$ cat src/rtl/rom_load_sequencer.sv
// ROM download sequencer: forwards HPS ioctl writes to the core ROM port
// with a region tag, validates the image size, and owns the game-core reset
// (held until a good image has loaded, stretched after user reset requests).
module rom_load_sequencer #(
  parameter logic [16:0] ROM_SIZE    = 17'h14000,
  parameter logic [16:0] CPU_END     = 17'h0C000,
  parameter logic [16:0] GFX_END     = 17'h13000,
  parameter int          HOLD_CYCLES = 1024
) (
  input  logic        clk_sys,
  input  logic        reset_n,
  input  logic        ioctl_download,
  input  logic        ioctl_wr,
  input  logic [24:0] ioctl_addr,
  input  logic [7:0]  ioctl_dout,
  input  logic        rst_req,
  output logic [16:0] dn_addr,
  output logic [7:0]  dn_data,
  output logic        dn_wr,
  output logic [1:0]  dn_region,
  output logic        core_reset,
  output logic        load_ok,
  output logic        load_err
);

  typedef enum logic [2:0] {BOOT, LOAD, HOLD, RUN, URST} state_t;

  localparam int              HOLD_W     = $clog2(HOLD_CYCLES + 1);
  localparam logic [HOLD_W-1:0] HOLD_LAST = HOLD_W'(HOLD_CYCLES - 1);
  localparam logic [24:0]     ROM_SIZE_W = {8'd0, ROM_SIZE};

  state_t            state;
  logic              dl_q;
  logic [24:0]       wr_cnt;
  logic              ovf;
  logic [HOLD_W-1:0] hold_cnt;

  logic dl_rise;
  logic dl_fall;
  logic in_range;
  logic accept;

  assign dl_rise  = ioctl_download & ~dl_q;
  assign dl_fall  = ~ioctl_download & dl_q;
  assign in_range = (ioctl_addr < ROM_SIZE_W);
  // A write only counts while the FSM is already in LOAD and the download is still active.
  assign accept   = (state == LOAD) && ioctl_download && ioctl_wr;

  // Delayed copy of the download flag for edge detection.
  always_ff @(posedge clk_sys or negedge reset_n) begin
    if (!reset_n) dl_q <= 1'b0;
    else          dl_q <= ioctl_download;
  end

  // Forward accepted in-range writes to the ROM port one cycle later, tagged with their region.
  always_ff @(posedge clk_sys or negedge reset_n) begin
    if (!reset_n) begin
      dn_wr     <= 1'b0;
      dn_addr   <= '0;
      dn_data   <= '0;
      dn_region <= 2'd0;
    end else if (accept && in_range) begin
      dn_wr   <= 1'b1;
      dn_addr <= ioctl_addr[16:0];
      dn_data <= ioctl_dout;
      if (ioctl_addr[16:0] < CPU_END)      dn_region <= 2'd0;
      else if (ioctl_addr[16:0] < GFX_END) dn_region <= 2'd1;
      else                                 dn_region <= 2'd2;
    end else begin
      dn_wr <= 1'b0;
    end
  end

  // Load/reset FSM: core_reset is registered alongside the state so it follows the state it enters.
  always_ff @(posedge clk_sys or negedge reset_n) begin
    if (!reset_n) begin
      state      <= BOOT;
      wr_cnt     <= '0;
      ovf        <= 1'b0;
      hold_cnt   <= '0;
      core_reset <= 1'b1;
      load_ok    <= 1'b0;
      load_err   <= 1'b0;
    end else begin
      case (state)
        BOOT: begin
          if (dl_rise) begin
            state      <= LOAD;
            wr_cnt     <= '0;
            ovf        <= 1'b0;
            core_reset <= 1'b1;
          end
        end

        LOAD: begin
          if (dl_fall) begin
            if (wr_cnt == ROM_SIZE_W && !ovf) begin
              load_ok  <= 1'b1;
              load_err <= 1'b0;
              state    <= HOLD;
              hold_cnt <= '0;
            end else begin
              load_ok  <= 1'b0;
              load_err <= 1'b1;
              state    <= BOOT;
            end
            core_reset <= 1'b1;
          end else if (accept) begin
            if (wr_cnt != '1) wr_cnt <= wr_cnt + 25'd1;
            if (!in_range)    ovf    <= 1'b1;
          end
        end

        HOLD: begin
          if (dl_rise) begin
            state      <= LOAD;
            wr_cnt     <= '0;
            ovf        <= 1'b0;
            core_reset <= 1'b1;
          end else if (rst_req) begin
            state      <= URST;
            core_reset <= 1'b1;
          end else if (hold_cnt == HOLD_LAST) begin
            state      <= RUN;
            core_reset <= 1'b0;
          end else begin
            hold_cnt <= hold_cnt + 1'b1;
          end
        end

        RUN: begin
          if (dl_rise) begin
            state      <= LOAD;
            wr_cnt     <= '0;
            ovf        <= 1'b0;
            core_reset <= 1'b1;
          end else if (rst_req) begin
            state      <= URST;
            core_reset <= 1'b1;
          end
        end

        URST: begin
          if (dl_rise) begin
            state      <= LOAD;
            wr_cnt     <= '0;
            ovf        <= 1'b0;
            core_reset <= 1'b1;
          end else if (!rst_req) begin
            state      <= HOLD;
            hold_cnt   <= '0;
            core_reset <= 1'b1;
          end
        end

        default: begin
          state      <= BOOT;
          core_reset <= 1'b1;
        end
      endcase
    end
  end

endmodule

$ cat config.mk
export PLATFORM = sky130hd
export DESIGN_NAME = rom_load_sequencer
export DESIGN_NICKNAME = d
export VERILOG_FILES = /design/src/rtl/rom_load_sequencer.sv
export SDC_FILE = /design/constraint.sdc
export NUM_CORES = 1
export LEC_CHECK = 0
export CAP_MARGIN = 40
export CELL_PAD_IN_SITES_DETAIL_PLACEMENT = 0
export CELL_PAD_IN_SITES_GLOBAL_PLACEMENT = 1
export CORE_MARGIN = 4
export CORE_UTILIZATION = 41
export DETAILED_ROUTE_END_ITERATION = 8
export PLACE_DENSITY = 0.91
export SLEW_MARGIN = 30
export SYNTH_ARGS = -nofsm -noshare
export SYNTH_HDL_FRONTEND = slang
export SYNTH_SLANG_ARGS = --single-unit
$ cat constraint.sdc
create_clock -name clk_sys -period 2.3 [get_ports clk_sys]
set_clock_uncertainty 0.05 [all_clocks]
set_input_delay 0.46 -clock clk_sys [delete_from_list [all_inputs] [get_ports clk_sys]]
set_output_delay 0.46 -clock clk_sys [all_outputs]
set_load 0.05 [all_outputs]
* Word level (Yosys, flattened, before mapping)
Index checks and enable logic that the tools add are counted.
Cells by class: multiplexer cells 44, $lt $le $gt $ge 3, eq/ne operators 23, bitwise logic cells 4, reduce and logical (&&, ||, !) cells 14, add/subtract/negate cells 2
Operators with widths (number):
- $mux 25 | 4
- $mux 11 | 7
- $pmux 25 s2 | 1
- $pmux 11 s3 | 1
- $mux 3 | 9
- $add 25x1->25 const B | 1
- $eq 25x17->1 const B | 1
- $lt 25x17->1 const B | 1
- $ne 25x25->1 const B | 1
- $ne 2x2->1 const B | 10
- $lt 17x16->1 const B | 1
- $lt 17x17->1 const B | 1
- $mux 1 | 16
- $pmux 3 s5 | 1
- $reduce_and 5->1 | 3
- $add 11x1->11 const B | 1
- $eq 11x10->1 const B | 1
- $reduce_and 8->1 | 1
- $eq 3x2->1 const B | 2
- $mux 2 | 3
- $ne 2x1->1 const B | 3
- $ne 3x3->1 const B | 2
- $pmux 1 s5 | 1
- $logic_and 1x1->1 | 4
- other kinds (12) | 14
Word-level totals: word-level logic and storage cells 102, bits in registers 72, input bits 38, output and inout bits 31

* Longest topological paths before layout
depth in word-level cells 6, gate-level depth with buffers 9, depth with buffers taken out 7

* Worst setup path after synthesis
No wires, ideal clock.
path kind reg2reg, start register wr_cnt[1], end register wr_cnt[7], period minus slack after synthesis 2.029 ns, buffers on the path 1, setup time 0.139 ns, required time 2.111 ns, cell stages (with the launch flop) 8, arrival 1.840 ns, slack 0.271 ns, path through dfrtp_1 ha_1 nand3_1 or4_4 o21a_1 buf_4 a21oi_1 a31oi_1
Between the ends: word-level cells in the longest chain between the ends 5, elaborated cells between the ends (all ways) 8, those cells by class 1 x add/sub; 2 x eq/ne; 4 x mux; 1 x reduce/logical
Ends and longest elaborated chain:
- start: declaration | RTL line 34 | logic [24:0] wr_cnt;
- start signal: assignment | RTL line 109 | if (wr_cnt != '1) wr_cnt <= wr_cnt + 25'd1;
- $add 25x1->25 | RTL line 109
- $mux 25 | RTL line 109
- $mux 25 | RTL line 108 | end else if (accept) begin
- $mux 25 | RTL line 96 | if (dl_fall) begin
- $pmux 25 s2 | RTL line 85 | case (state)
Parallel ways exist; a longest one is shown, timed or not. The select of a mux whose other input is x is not followed. A chain may end at the register's enable or synchronous reset.

* Final worst setup path
start register core_reset, end output core_reset
RTL lines:
- start: declaration | RTL line 21 | output logic core_reset,
- start signal: assignment | RTL line 81 | core_reset <= 1'b1;
- start signal: assignment | RTL line 91 | core_reset <= 1'b1;
- start signal: assignment | RTL line 107 | core_reset <= 1'b1;
No word-level cell between the ends.

==> impl_metrics.json <==
{
  "status": "finished clean",
  "placed_cells": 563,
  "critPathCaptureType": "output pin",
  "port_buffers": 68,
  "fillers": 791,
  "synth_commonest_cells": "71 x dfrtp_1, 30 x nand2_1, 26 x mux2_2, 26 x o21ai_0, 22 x o31ai_1",
  "fin_crit_sh": 0.957,
  "detail-route-antenna-nets": 0,
  "worstSetupPathType": "reg -> out",
  "required_ns": 1.79,
  "critPathSlowestCell": "clkdlybuf4s50_1",
  "start_util": 0.428,
  "setup_ws_ns": 0.0997,
  "syn_inst": 372,
  "synth-seq-cells": 72,
  "gr-total-overflow": 0,
  "synth.avg_cell_area_um2": 10.2,
  "yosys.area.top_type": "dfrtp_1",
  "final-setup-viol-count": 0,
  "path_cells": "clkdlybuf4s50_1",
  "grt_pass1_vias": 3454,
  "final_cells": 579,
  "antenna_cells": 0,
  "cts_root_buffer": "clkbuf_8",
  "ios": 69,
  "die_w_um": 104,
  "wl_mm": 9.84,
  "max_slew_margin": 0.639,
  "cts_buffers": 9,
  "yosys_warnings": 0,
  "ir_drop_uv": 310,
  "ys_types": 57,
  "ys_seq_area_frac": 0.476,
  "htree_levels": 3,
  "final-seq-area_um2": 1800,
  "synth.most_common_cell": "dfrtp_1",
  "grt.total_usage": 0.190,
  "synth_flop_cell": "dfrtp_1",
  "place_ws_ns": 0.000499,
  "cap_violations": 0,
  "slowest_delay_ns": 0.80,
  "final_core_util": 0.559,
  "post_drt_wl_per_cell_um": 17.0,
  "drv_slew": 0,
  "drive_above_1_share": 0.195,
  "fmax_mhz": 454,
  "clock-sinks": 72,
  "p_leak_nw": 2.11,
  "syn_area_um2": 3790,
  "pwr_density_cell_nw_per_um2": 655,
  "drt-initial-drc-count": 217,
  "syn_to_final_growth_pct": 30.6,
  "clkTransAtPathRegs_ns": 0.08,
  "critPathTopFamily": "buffers and inverters",
  "synth_area_leaders": "dfrtp_1 47%, mux2_2 7.7%, o31ai_1 4.4%",
  "die_height_um": 104,
  "post_cts_buffers": 0,
  "vias": 3404,
  "cts_resized": 0,
  "antenna_found_initial": 0,
  "cts_max_path_buffers": 2,
  "async_reset_ff_frac": 1.00,
  "hold_viol": 0,
  "nNetsFinal": 507,
  "syn-num-nets": 413,
  "start_kind": "flip-flop",
  "power_w": 0.00324,
  "grt_pass1_wl_mm": 16.9,
  "path_max_fanout": 2,
  "synth-edff-count": 0,
  "core_region_area_um2": 8850,
  "cts_hold_buf": 0,
  "multi_input_area_um2": 1830,
  "via_per_inst": 5.88,
  "cts_tree": "done",
  "drc_errors": 0,
  "tns_ns": 0,
  "critical_path_arrival_ns": 1.69,
  "path_buf_inv": 1,
  "dp_hpwl_mm": 7.17,
  "drt_pass1_iterations": 5,
  "gp_congestion": 0.869,
  "tightest_slew_ns": 0.541,
  "hp-class": "in -> async",
  "rsz0062_at_grt": "false",
  "die-area_um2": 10800,
  "synth_top_cell_area_share": 0.469,
  "clkLatencyLatePin_ns": 0.35,
  "period_minus_slack_ns": 2.20,
  "core.rowCount": 34,
  "grt_max_degree": 49
}
[metal layers]
layer | GRT usage | up-vias | wire [µm]
li1 | - | 1604 | -
met1 | 0.249 | 1682 | 4360
met4 | 0.0722 | 0 | 195
met3 | 0.0366 | 15 | 448
met5 | 0 | - | 0
met2 | 0.310 | 103 | 4840
[cell type report]
type | instances | area share
clock inverter | 7 | 0.0144
multi-input combinational | 272 | 0.369
inverter | 9 | 0.00683
sequential | 72 | 0.364
clock buffer | 9 | 0.0250
timing repair buffer | 102 | 0.193
tap | 108 | 0.0273
[worst paths after layout]
check / from / to / slack, ns / cells past startpoint
worst max-delay path: core_reset$_DFFE_PN1P_ / core_reset / 0.1 / 1
min in group clk_sys: load_ok$_DFFE_PN0P_ / load_ok$_DFFE_PN0P_ / 0.43 / 2
max in group asynchronous: reset_n / dn_addr[8]$_DFFE_PN0P_ / 1.86 / 2
worst min register to register: load_ok$_DFFE_PN0P_ / load_ok$_DFFE_PN0P_ / 0.43 / 2
worst max register to register: state[1]$_DFFE_PN0P_ / wr_cnt[3]$_DFFE_PN0P_ / 0.15 / 6
worst min-delay path: reset_n / hold_cnt[9]$_DFFE_PN0P_ / 0.05 / 2
[layout by cell type (no fill, tap or decap), types with 7 or more instances in the layout]
cell type / synthesis / routed
mux2_2: 26 / 26
clkdlybuf4s50_1: 0 / 67
clkbuf_8: 0 / 9
and3_1: 12 / 12
nor4_1: 7 / 7
inv_1: 9 / 9
a21oi_1: 14 / 14
a31oi_1: 20 / 20
buf_4: 5 / 32
dfrtp_1: 71 / 71
nand2_1: 30 / 30
nor2_1: 15 / 15
o21ai_0: 26 / 26
nand3_1: 17 / 17
o31ai_1: 22 / 22
nand4_1: 13 / 13
[registers in the layout, summed over array words and instances, names as in the netlist, 2 cells and up]
name and count:
wr_cnt 25, dn_addr 17, dn_region 2, state 3, hold_cnt 11, dn_data 8
[report_power, final]
part	switching, W	internal [W]
registers	0.0000578	0.00133
logic	0.000504	0.000358
clock network	0.000495	0.000500
total	0.00106	0.00219
[through the flow]
stage	hold slack (ns)	area (µm²)
6_report	0.0477	4950
5_1_grt	0.0681	4950
4_1_cts	0.0466	4950
3_5_place_dp	0.425	4750
3_3_place_gp	0.416	4750
2_1_floorplan	0.114	3790
[kinds of logic (layout without fill, tap and decap cells)]
kind of cell,after synthesis,count (layout),synth area share
adders and majority gates,3,3,0.00991
AOI/OAI and AO/OA,103,103,0.176
and+or+nand+nor,137,137,0.211
buffers and inverters,28,127,0.0419
DFF,72,72,0.476
muxes,29,29,0.0852
Note: power is estimated with default switching activity, not from simulation.
